--- src/rtl/sync_fifo_param_if.sv ---
// Bus bundle for sync_fifo_param: producer/consumer handshake plus status.
// master = the block driving requests, slave = the FIFO itself.
interface sync_fifo_param_if #(
  parameter int unsigned DATA_W = 8,
  parameter int unsigned DEPTH  = 16
);
  localparam int unsigned CNT_W = $clog2(DEPTH) + 1;

  logic              wr_en;
  logic [DATA_W-1:0] wr_data;
  logic              rd_en;
  logic [DATA_W-1:0] rd_data;
  logic              flush;
  logic              clr_err;
  logic              full;
  logic              empty;
  logic              almost_full;
  logic              almost_empty;
  logic [CNT_W-1:0]  count;
  logic              overflow;
  logic              underflow;

  modport master (
    output wr_en, wr_data, rd_en, flush, clr_err,
    input  rd_data, full, empty, almost_full, almost_empty, count, overflow, underflow
  );

  modport slave (
    input  wr_en, wr_data, rd_en, flush, clr_err,
    output rd_data, full, empty, almost_full, almost_empty, count, overflow, underflow
  );
endinterface

--- src/rtl/sync_fifo_param.sv ---
// Parametrised single-clock FIFO with occupancy count, threshold flags and sticky errors.
// Define FIFO_FWFT_EN for first-word-fall-through reads; default is a registered read.
module sync_fifo_param #(
  parameter int unsigned DATA_W    = 8,
  parameter int unsigned DEPTH     = 16,
  parameter int unsigned AFULL_TH  = 12,
  parameter int unsigned AEMPTY_TH = 4
) (
  input logic             clk,
  input logic             rst_n,
  sync_fifo_param_if.slave bus
);
  localparam int unsigned PTR_W = $clog2(DEPTH);
  localparam int unsigned CNT_W = PTR_W + 1;

  localparam logic [CNT_W-1:0] FULL_CNT   = CNT_W'(DEPTH);
  localparam logic [CNT_W-1:0] AFULL_CNT  = CNT_W'(AFULL_TH);
  localparam logic [CNT_W-1:0] AEMPTY_CNT = CNT_W'(AEMPTY_TH);
  localparam logic [CNT_W-1:0] CNT_ONE    = CNT_W'(1);
  localparam logic [PTR_W-1:0] PTR_ONE    = PTR_W'(1);

  logic [DATA_W-1:0] mem_q [DEPTH];

  logic [PTR_W-1:0] wr_ptr_q, wr_ptr_d;
  logic [PTR_W-1:0] rd_ptr_q, rd_ptr_d;
  logic [CNT_W-1:0] count_q, count_d;
  logic             overflow_q, overflow_d;
  logic             underflow_q, underflow_d;

  logic full, empty;
  logic rd_acc, wr_acc;
  logic mem_we;

`ifndef FIFO_FWFT_EN
  logic [DATA_W-1:0] rd_data_q, rd_data_d;
`endif

  assign full  = (count_q == FULL_CNT);
  assign empty = (count_q == '0);

  always_comb begin
    rd_acc      = bus.rd_en & ~empty;
    // A read in the same cycle frees a slot, so a write at full still lands.
    wr_acc      = bus.wr_en & (~full | rd_acc);
    wr_ptr_d    = wr_ptr_q;
    rd_ptr_d    = rd_ptr_q;
    count_d     = count_q;
    overflow_d  = overflow_q;
    underflow_d = underflow_q;
    mem_we      = 1'b0;
`ifndef FIFO_FWFT_EN
    rd_data_d   = rd_data_q;
`endif

    if (bus.flush) begin
      wr_ptr_d = '0;
      rd_ptr_d = '0;
      count_d  = '0;
    end else begin
      mem_we = wr_acc;
      if (wr_acc) begin
        wr_ptr_d = wr_ptr_q + PTR_ONE;
      end
      if (rd_acc) begin
        rd_ptr_d = rd_ptr_q + PTR_ONE;
`ifndef FIFO_FWFT_EN
        rd_data_d = mem_q[rd_ptr_q];
`endif
      end
      unique case ({wr_acc, rd_acc})
        2'b10:   count_d = count_q + CNT_ONE;
        2'b01:   count_d = count_q - CNT_ONE;
        default: count_d = count_q;
      endcase
      // Set terms are OR'd after the clear so a coincident set wins.
      overflow_d  = (overflow_q & ~bus.clr_err) | (bus.wr_en & full & ~rd_acc);
      underflow_d = (underflow_q & ~bus.clr_err) | (bus.rd_en & empty);
    end
  end

  always_ff @(posedge clk) begin
    if (!rst_n) begin
      wr_ptr_q    <= '0;
      rd_ptr_q    <= '0;
      count_q     <= '0;
      overflow_q  <= 1'b0;
      underflow_q <= 1'b0;
`ifndef FIFO_FWFT_EN
      rd_data_q   <= '0;
`endif
    end else begin
      wr_ptr_q    <= wr_ptr_d;
      rd_ptr_q    <= rd_ptr_d;
      count_q     <= count_d;
      overflow_q  <= overflow_d;
      underflow_q <= underflow_d;
`ifndef FIFO_FWFT_EN
      rd_data_q   <= rd_data_d;
`endif
    end
  end

  // Storage has no reset; only the pointers define what is valid.
  always_ff @(posedge clk) begin
    if (rst_n && mem_we) begin
      mem_q[wr_ptr_q] <= bus.wr_data;
    end
  end

`ifdef FIFO_FWFT_EN
  assign bus.rd_data = mem_q[rd_ptr_q];
`else
  assign bus.rd_data = rd_data_q;
`endif

  assign bus.full         = full;
  assign bus.empty        = empty;
  assign bus.almost_full  = (count_q >= AFULL_CNT);
  assign bus.almost_empty = (count_q <= AEMPTY_CNT);
  assign bus.count        = count_q;
  assign bus.overflow     = overflow_q;
  assign bus.underflow    = underflow_q;
endmodule

--- src/flat_wrapper.sv ---
// flat-port wrapper written by rule: the top's interface ports become plain ports
module sync_fifo_param_flat 
#(
  parameter int unsigned DATA_W    = 8,
  parameter int unsigned DEPTH     = 16,
  parameter int unsigned AFULL_TH  = 12,
  parameter int unsigned AEMPTY_TH = 4
)
  (clk, rst_n, bus_wr_en, bus_wr_data, bus_rd_en, bus_flush, bus_clr_err, bus_rd_data, bus_full, bus_empty, bus_almost_full, bus_almost_empty, bus_count, bus_overflow, bus_underflow);
  sync_fifo_param_if #(.DATA_W(DATA_W), .DEPTH(DEPTH)) bus_i ();
  input logic clk;
  input logic rst_n;
  input wire logic [$bits(bus_i.wr_en)-1:0] bus_wr_en;
  input wire logic [$bits(bus_i.wr_data)-1:0] bus_wr_data;
  input wire logic [$bits(bus_i.rd_en)-1:0] bus_rd_en;
  input wire logic [$bits(bus_i.flush)-1:0] bus_flush;
  input wire logic [$bits(bus_i.clr_err)-1:0] bus_clr_err;
  output wire logic [$bits(bus_i.rd_data)-1:0] bus_rd_data;
  output wire logic [$bits(bus_i.full)-1:0] bus_full;
  output wire logic [$bits(bus_i.empty)-1:0] bus_empty;
  output wire logic [$bits(bus_i.almost_full)-1:0] bus_almost_full;
  output wire logic [$bits(bus_i.almost_empty)-1:0] bus_almost_empty;
  output wire logic [$bits(bus_i.count)-1:0] bus_count;
  output wire logic [$bits(bus_i.overflow)-1:0] bus_overflow;
  output wire logic [$bits(bus_i.underflow)-1:0] bus_underflow;
  assign bus_i.wr_en = bus_wr_en;
  assign bus_i.wr_data = bus_wr_data;
  assign bus_i.rd_en = bus_rd_en;
  assign bus_i.flush = bus_flush;
  assign bus_i.clr_err = bus_clr_err;
  assign bus_rd_data = bus_i.rd_data;
  assign bus_full = bus_i.full;
  assign bus_empty = bus_i.empty;
  assign bus_almost_full = bus_i.almost_full;
  assign bus_almost_empty = bus_i.almost_empty;
  assign bus_count = bus_i.count;
  assign bus_overflow = bus_i.overflow;
  assign bus_underflow = bus_i.underflow;
  sync_fifo_param #(.DATA_W(DATA_W), .DEPTH(DEPTH), .AFULL_TH(AFULL_TH), .AEMPTY_TH(AEMPTY_TH)) u_core (.clk(clk), .rst_n(rst_n), .bus(bus_i));
endmodule
--- config.mk ---
export PLATFORM = sky130hd
export DESIGN_NAME = sync_fifo_param_flat
export DESIGN_NICKNAME = d
export VERILOG_FILES = /design/src/rtl/sync_fifo_param_if.sv /design/src/rtl/sync_fifo_param.sv /design/src/flat_wrapper.sv
export SDC_FILE = /design/constraint.sdc
export NUM_CORES = 1
export LEC_CHECK = 0
export BUFFER_PORTS_ARGS = -buffer_cell sky130_fd_sc_hd__buf_2
export CORE_ASPECT_RATIO = 0.8
export CORE_MARGIN = 1.5
export CORE_UTILIZATION = 65
export DETAILED_ROUTE_END_ITERATION = 7
export GPL_ROUTABILITY_DRIVEN = 0
export PLACE_DENSITY = 0.94
export RECOVER_POWER = 100
export SLEW_MARGIN = 20
export SYNTH_ARGS = -nofsm -noshare
export SYNTH_HDL_FRONTEND = slang
export SYNTH_SLANG_ARGS = --single-unit
--- constraint.sdc ---
create_clock -name clk -period 6.1 [get_ports clk]
set_input_delay 0.305 -clock clk [delete_from_list [all_inputs] [get_ports clk]]
set_output_delay 0.305 -clock clk [all_outputs]
set_load 0.1 [all_outputs]
* Word-level counts from Yosys, hierarchy flattened
Memories as Yosys holds them, arrays and structs flattened. A register that Yosys moved wholly into a read port is not among the register bits. Index checks and enable logic that the tools add are counted.
Word-level totals: register bits after elaboration 15, RAM bits 128, input port bits 14, output and inout port bits 19, logic and storage cells 41, memories kept 1
Cells by class: add/subtract/negate cells 4, order comparisons 2, eq/ne operators 3, mux-type cells 4, bitwise gates (word level) 16, reduce and logical (&&, ||, !) cells 6
Memory list:
- u_core.mem_q | depth 16, bits a word 8, rd ports 1, clocked after memory_dff 1, wr ports 1, RTL line sync_fifo_param.sv:22 | logic [DATA_W-1:0] mem_q [DEPTH];
Operator list (count):
- $pmux 5 s2 | 1
- $add 4x1->4 const B | 2
- $and 1x1->1 | 7
- $not 1->1 | 6
- $add 5x1->5 const B | 1
- $eq 5x5->1 const B | 1
- $ge 5x4->1 const B | 1
- $le 5x3->1 const B | 1
- $logic_not 5->1 | 1
- $sub 5x1->5 const B | 1
- $mux 1 | 3
- $or 1x1->1 | 3
- $eq 2x1->1 const B | 1
- $eq 2x2->1 const B | 1
- $reduce_and 2->1 | 1
- $reduce_bool 2->1 | 1
- $reduce_or 2->1 | 1
- $logic_and 1x1->1 | 1
- $logic_not 1->1 | 1

* Logic depth before layout (Yosys ltp)
word-level depth 9, depth in mapped cells 12, gate-level depth less buffers 11

* Worst setup path after synthesis
No wires, ideal clock.
path kind reg-to-reg, from register u_core.count_q[1], in the netlist u_core.bus.count[1], to register u_core.count_q[4], in the netlist u_core.bus.count[4], library setup time 0.128 ns, arrival time 3.333 ns, required time 5.972 ns, setup slack 2.639 ns, cell stages (with the launch flop) 13, buffers on the path 1, clock period less this slack 3.461 ns, path through dfxtp_1 buf_6 nor4_4 a31oi_2 inv_1 ha_1 xor2_1 ha_1 a211o_2 a211o_1 a31oi_1 xnor2_1 nor2_1
On the way: longest elaborated chain between the ends 7, elaborated cells between the ends (all ways) 13, those cells by class add/sub: 2; eq/ne: 3; mux: 1; bitwise: 5; reduce/logical: 2
Ends and longest elaborated chain:
- start: declaration | RTL line sync_fifo_param.sv:26 | logic [CNT_W-1:0] count_q, count_d;
- start signal: assignment | RTL line sync_fifo_param.sv:94 | count_q <= count_d;
- $logic_not 5->1 | RTL line sync_fifo_param.sv:39 | assign empty = (count_q == '0);
- $not 1->1 | RTL line sync_fifo_param.sv:42 | rd_acc = bus.rd_en & ~empty;
- $and 1x1->1 | RTL line sync_fifo_param.sv:42
- $or 1x1->1 | RTL line sync_fifo_param.sv:44 | wr_acc = bus.wr_en & (~full | rd_acc);
- $and 1x1->1 | RTL line sync_fifo_param.sv:44
- $eq 2x1->1 / $eq 2x2->1 (equally long branches) | RTL line sync_fifo_param.sv:70 | unique case ({wr_acc, rd_acc})
- $pmux 5 s2 / $reduce_bool 2->1 (equally long branches)
Several ways; a longest one is shown, not always the timed one. A chain may end at the register's enable or synchronous reset.

* Worst setup path in the final report
Ends and elaborated chain as after synthesis.

==> impl_metrics.csv <==
group,metric,value,unit
global_route,grt_pass1_wl,18890,um
worst_hold_path,holdPathEnd,"u_core.bus.overflow",
die,coreArea,9115,um^2
die,rows,31,
die,initial_core_util,67.47,%
die,die_height,90,um
yosys,ys_types,47,
critical_path,path_class,"flip-flop to flip-flop",
routing,ant_nets,0,
timing,holdWs,216.5,ps
run_status,outcome,"finished clean",
critical_path,cp.arrival,3930,ps
run,drv_cap,0,
clocking,cts_buffers,17,
final_layout,ff_latch_area,4304,um^2
global_route,grt_antenna_before_repair,0,
timing,hold_viol,0,
final_layout,multi_input_area,1667,um^2
placement,dp.cells,480,
routing,wire_per_inst,23.90,um
worst_hold_path,min_delay_path_depth,2,
yosys,synth-simple-area-share,5.514,%
die,io_pins,33,
timing,min_period,3647,ps
placement,portBuffers,32,
global_route,grt_max_degree,28,
yosys,yosysSeqAreaShare,69.99,%
timing,fin_skew,7.024,ps
placement,place_hpwl,7542,um
yosys,synth_area_per_cell,17.88,um^2
final_layout,layout-drive-gt1-share,19.14,%
clocking,root_buffer,"clkbuf_16",
yosys,synth_compound_area_share,3.642,%
critical_path,startpoint_type,"flip-flop",
timing,setup_violations,0,
critical_path,critical-path-top-delay-family,"compound AO/OA/AOI/OAI gates",
yosys,syn_nets,367,
yosys,synth_flop_cell,"edfxtp_1",
critical_path,critPathMaxStageDelay,800,ps
yosys,synth-adder-area-share,1.831,%
yosys,netlist_area,6150,um^2
routing,remaining_drc_errors,0,
timing,setup_slack,2453,ps
timing,slew_headroom,20.18,%
worst_hold_path,hp-start,"rst_n",
global_route,grt-ovfl-total,0,
final_layout,antennaDiodeCount,0,
timing,tns,0,ps
clocking,ctsResizeCount,0,
yosys,synthXorXnorAreaFrac,1.424,%
yosys,synth_top_family_by_area,"multiplexers",
critical_path,path_max_fanout,10,
clocking,htree_levels,4,
die,die-area,10060,um^2
critical_path,r2r-end,"u_core.bus.count[4]",
timing,rsz0062_at_grt,"false",
critical_path,cp_data_required_time,6390,ps
timing,worstMarginPinSlew,1202,ps
clocking,clock_sink_count,151,
final_layout,nets,407,
pwr,p_leak,2.195,nW
critical_path,crit_chain,"nor4_1 -> a31oi_1 -> inv_1 -> ha_1 -> xor2_1 -> ha_1 -> a211o_2 -> a211o_1 -> a31oi_1 -> xnor2_1 -> nor2_1",
pwr,p_total,2.220,mW
yosys,synth_most_common_cell,"edfxtp_1",
final_layout,areaGrowthSynthToFinish,11.82,%
final_layout,nFillCells,511,
yosys,synth_top_area_share,62.50,%
clocking,cts_tree,"built",
clocking,hold_buffers,0,
routing,viasPerCell,6.467,
global_route,grt_pass1_vias,3414,
clocking,cts.path.max_buffers,2,
pwr,p_per_area,322.8,nW/um^2
die,die_w,111.8,um
yosys,synth_area_leaders,"edfxtp_1 63%, mux4_2 10%, dfxtp_1 7.5%",
critical_path,r2r_slack,2450,ps
yosys,yosysTopAreaCell,"edfxtp_1",
critical_path,critPathCaptureType,"flip-flop",
critical_path,startpoint,"u_core.bus.count[1]",
yosys,synthArstFlopShare,0,%
routing,routed_wl,12240,um
yosys,syn_inst,344,
routing,num_vias,3311,
critical_path,reg2regPathDepth,11,
yosys,synth_edf_count,128,
clocking,clkTransAtPathRegs,60,ps
routing,first_pass_iters,5,
yosys,synthMuxAreaShare,15.06,%
timing,max_freq,274.2,MHz
global_route,grt_usage,26.27,%
timing,timing.final.crit_share,59.79,%
clocking,clkLatencyLatePin,420,ps
critical_path,cp_slowest_cell,"nor4_1",
final_layout,final_cells,512,
yosys,yosys_warnings,0,
yosys,ys_ff_latch,151,
timing,slew_viol_final,0,
worst_hold_path,hold_class,"input pin to flip-flop",
critical_path,timing.critical_path.buf_inv,1,
clocking,cts_setup_buffers,0,
pwr,peakVddDrop,0.3361,mV
placement,dp_slack,3029,ps
yosys,ys_top_cells_by_count,"128 x edfxtp_1, 28 x mux4_2, 26 x nor2_1, 23 x dfxtp_1, 10 x mux2i_1",
critical_path,reg2reg_from,"u_core.bus.count[1]",
routing,drt_iter0_drc,409,
==> flip-flops by register name (all words and copies together), names as in the netlist <==
signal                cells
u_core.rd_ptr_q           4
u_core.bus.underflow      1
u_core.bus.count          5
u_core.bus.rd_data        8
u_core.wr_ptr_q           4
u_core.bus.overflow       1
u_core.mem_q            128
==> power by group <==
part           total (mW)  internal (mW)  switching, mW
Combinational      0.0960         0.0230         0.0730
Clock               0.995          0.600          0.394
Sequential           1.13           1.12        0.00473
==> worst max path at each step <==
stage	cells after the start	slack, ps	end
global placement	11	3160	u_core.bus.count[4]
finish	11	2450	u_core.bus.count[4]
CTS	11	2990	u_core.bus.count[4]
detailed placement	11	3030	u_core.bus.count[4]
floorplan	12	2640	u_core.bus.count[4]
global route	11	2160	u_core.bus.count[4]
==> metal layers <==
layer	track usage, %	vias up	share of wire (%)
met5	0	-	0
met4	7.806	0	1.6
met3	8.564	23	7.5
met2	42.58	143	51
met1	34.51	1704	40
li1	-	1441	-
==> cells in the final DEF, fill, tap and decap left out, types with 3 or more instances in the layout <==
cell type and instances:
edfxtp_1 128, clkbuf_1 34, mux4_2 28, nor2_1 26, dfxtp_1 23, clkbuf_16 17
mux2i_1 10, inv_1 9, ha_1 9, nand2_1 8, mux2_2 8, a22oi_1 7
a21oi_1 6, nand3_1 6, nand2b_1 6, xor2_1 6, o21ai_0 6, nor3_1 5
buf_2 5, mux4_1 4, xnor2_1 4, nor2b_1 3, clkinvlp_4 3, clkinv_2 3
buf_4 3
==> final cells by class <==
type	count	share of cell area, %
flip-flops and latches	151	62.59
repair buffers	39	2.384
multi-input cells	166	24.24
well taps	115	2.092
clock inverters	12	1.856
inverters	9	0.4913
clock buffers	20	6.350
==> stage by stage <==
stage / utilization, % / instance area, um^2
after floorplan: - / 6150
after global placement: 70.03 / 6384
after detailed placement: 70.03 / 6384
after CTS: 76.23 / 6948
after global routing: 75.44 / 6877
final: 75.44 / 6877
==> cells by family (layout without fill, tap and decap cells) <==
logic type	count (synthesis)	count (layout)
flip-flops	151	151
AND/OR/NAND/NOR	65	65
AO/OA/AOI/OAI	32	32
buffers and inverters	27	80
adder cells (fa/ha/maj)	9	9
multiplexers	50	50
XOR/XNOR	10	10
(Power assumes the default switching activity.)
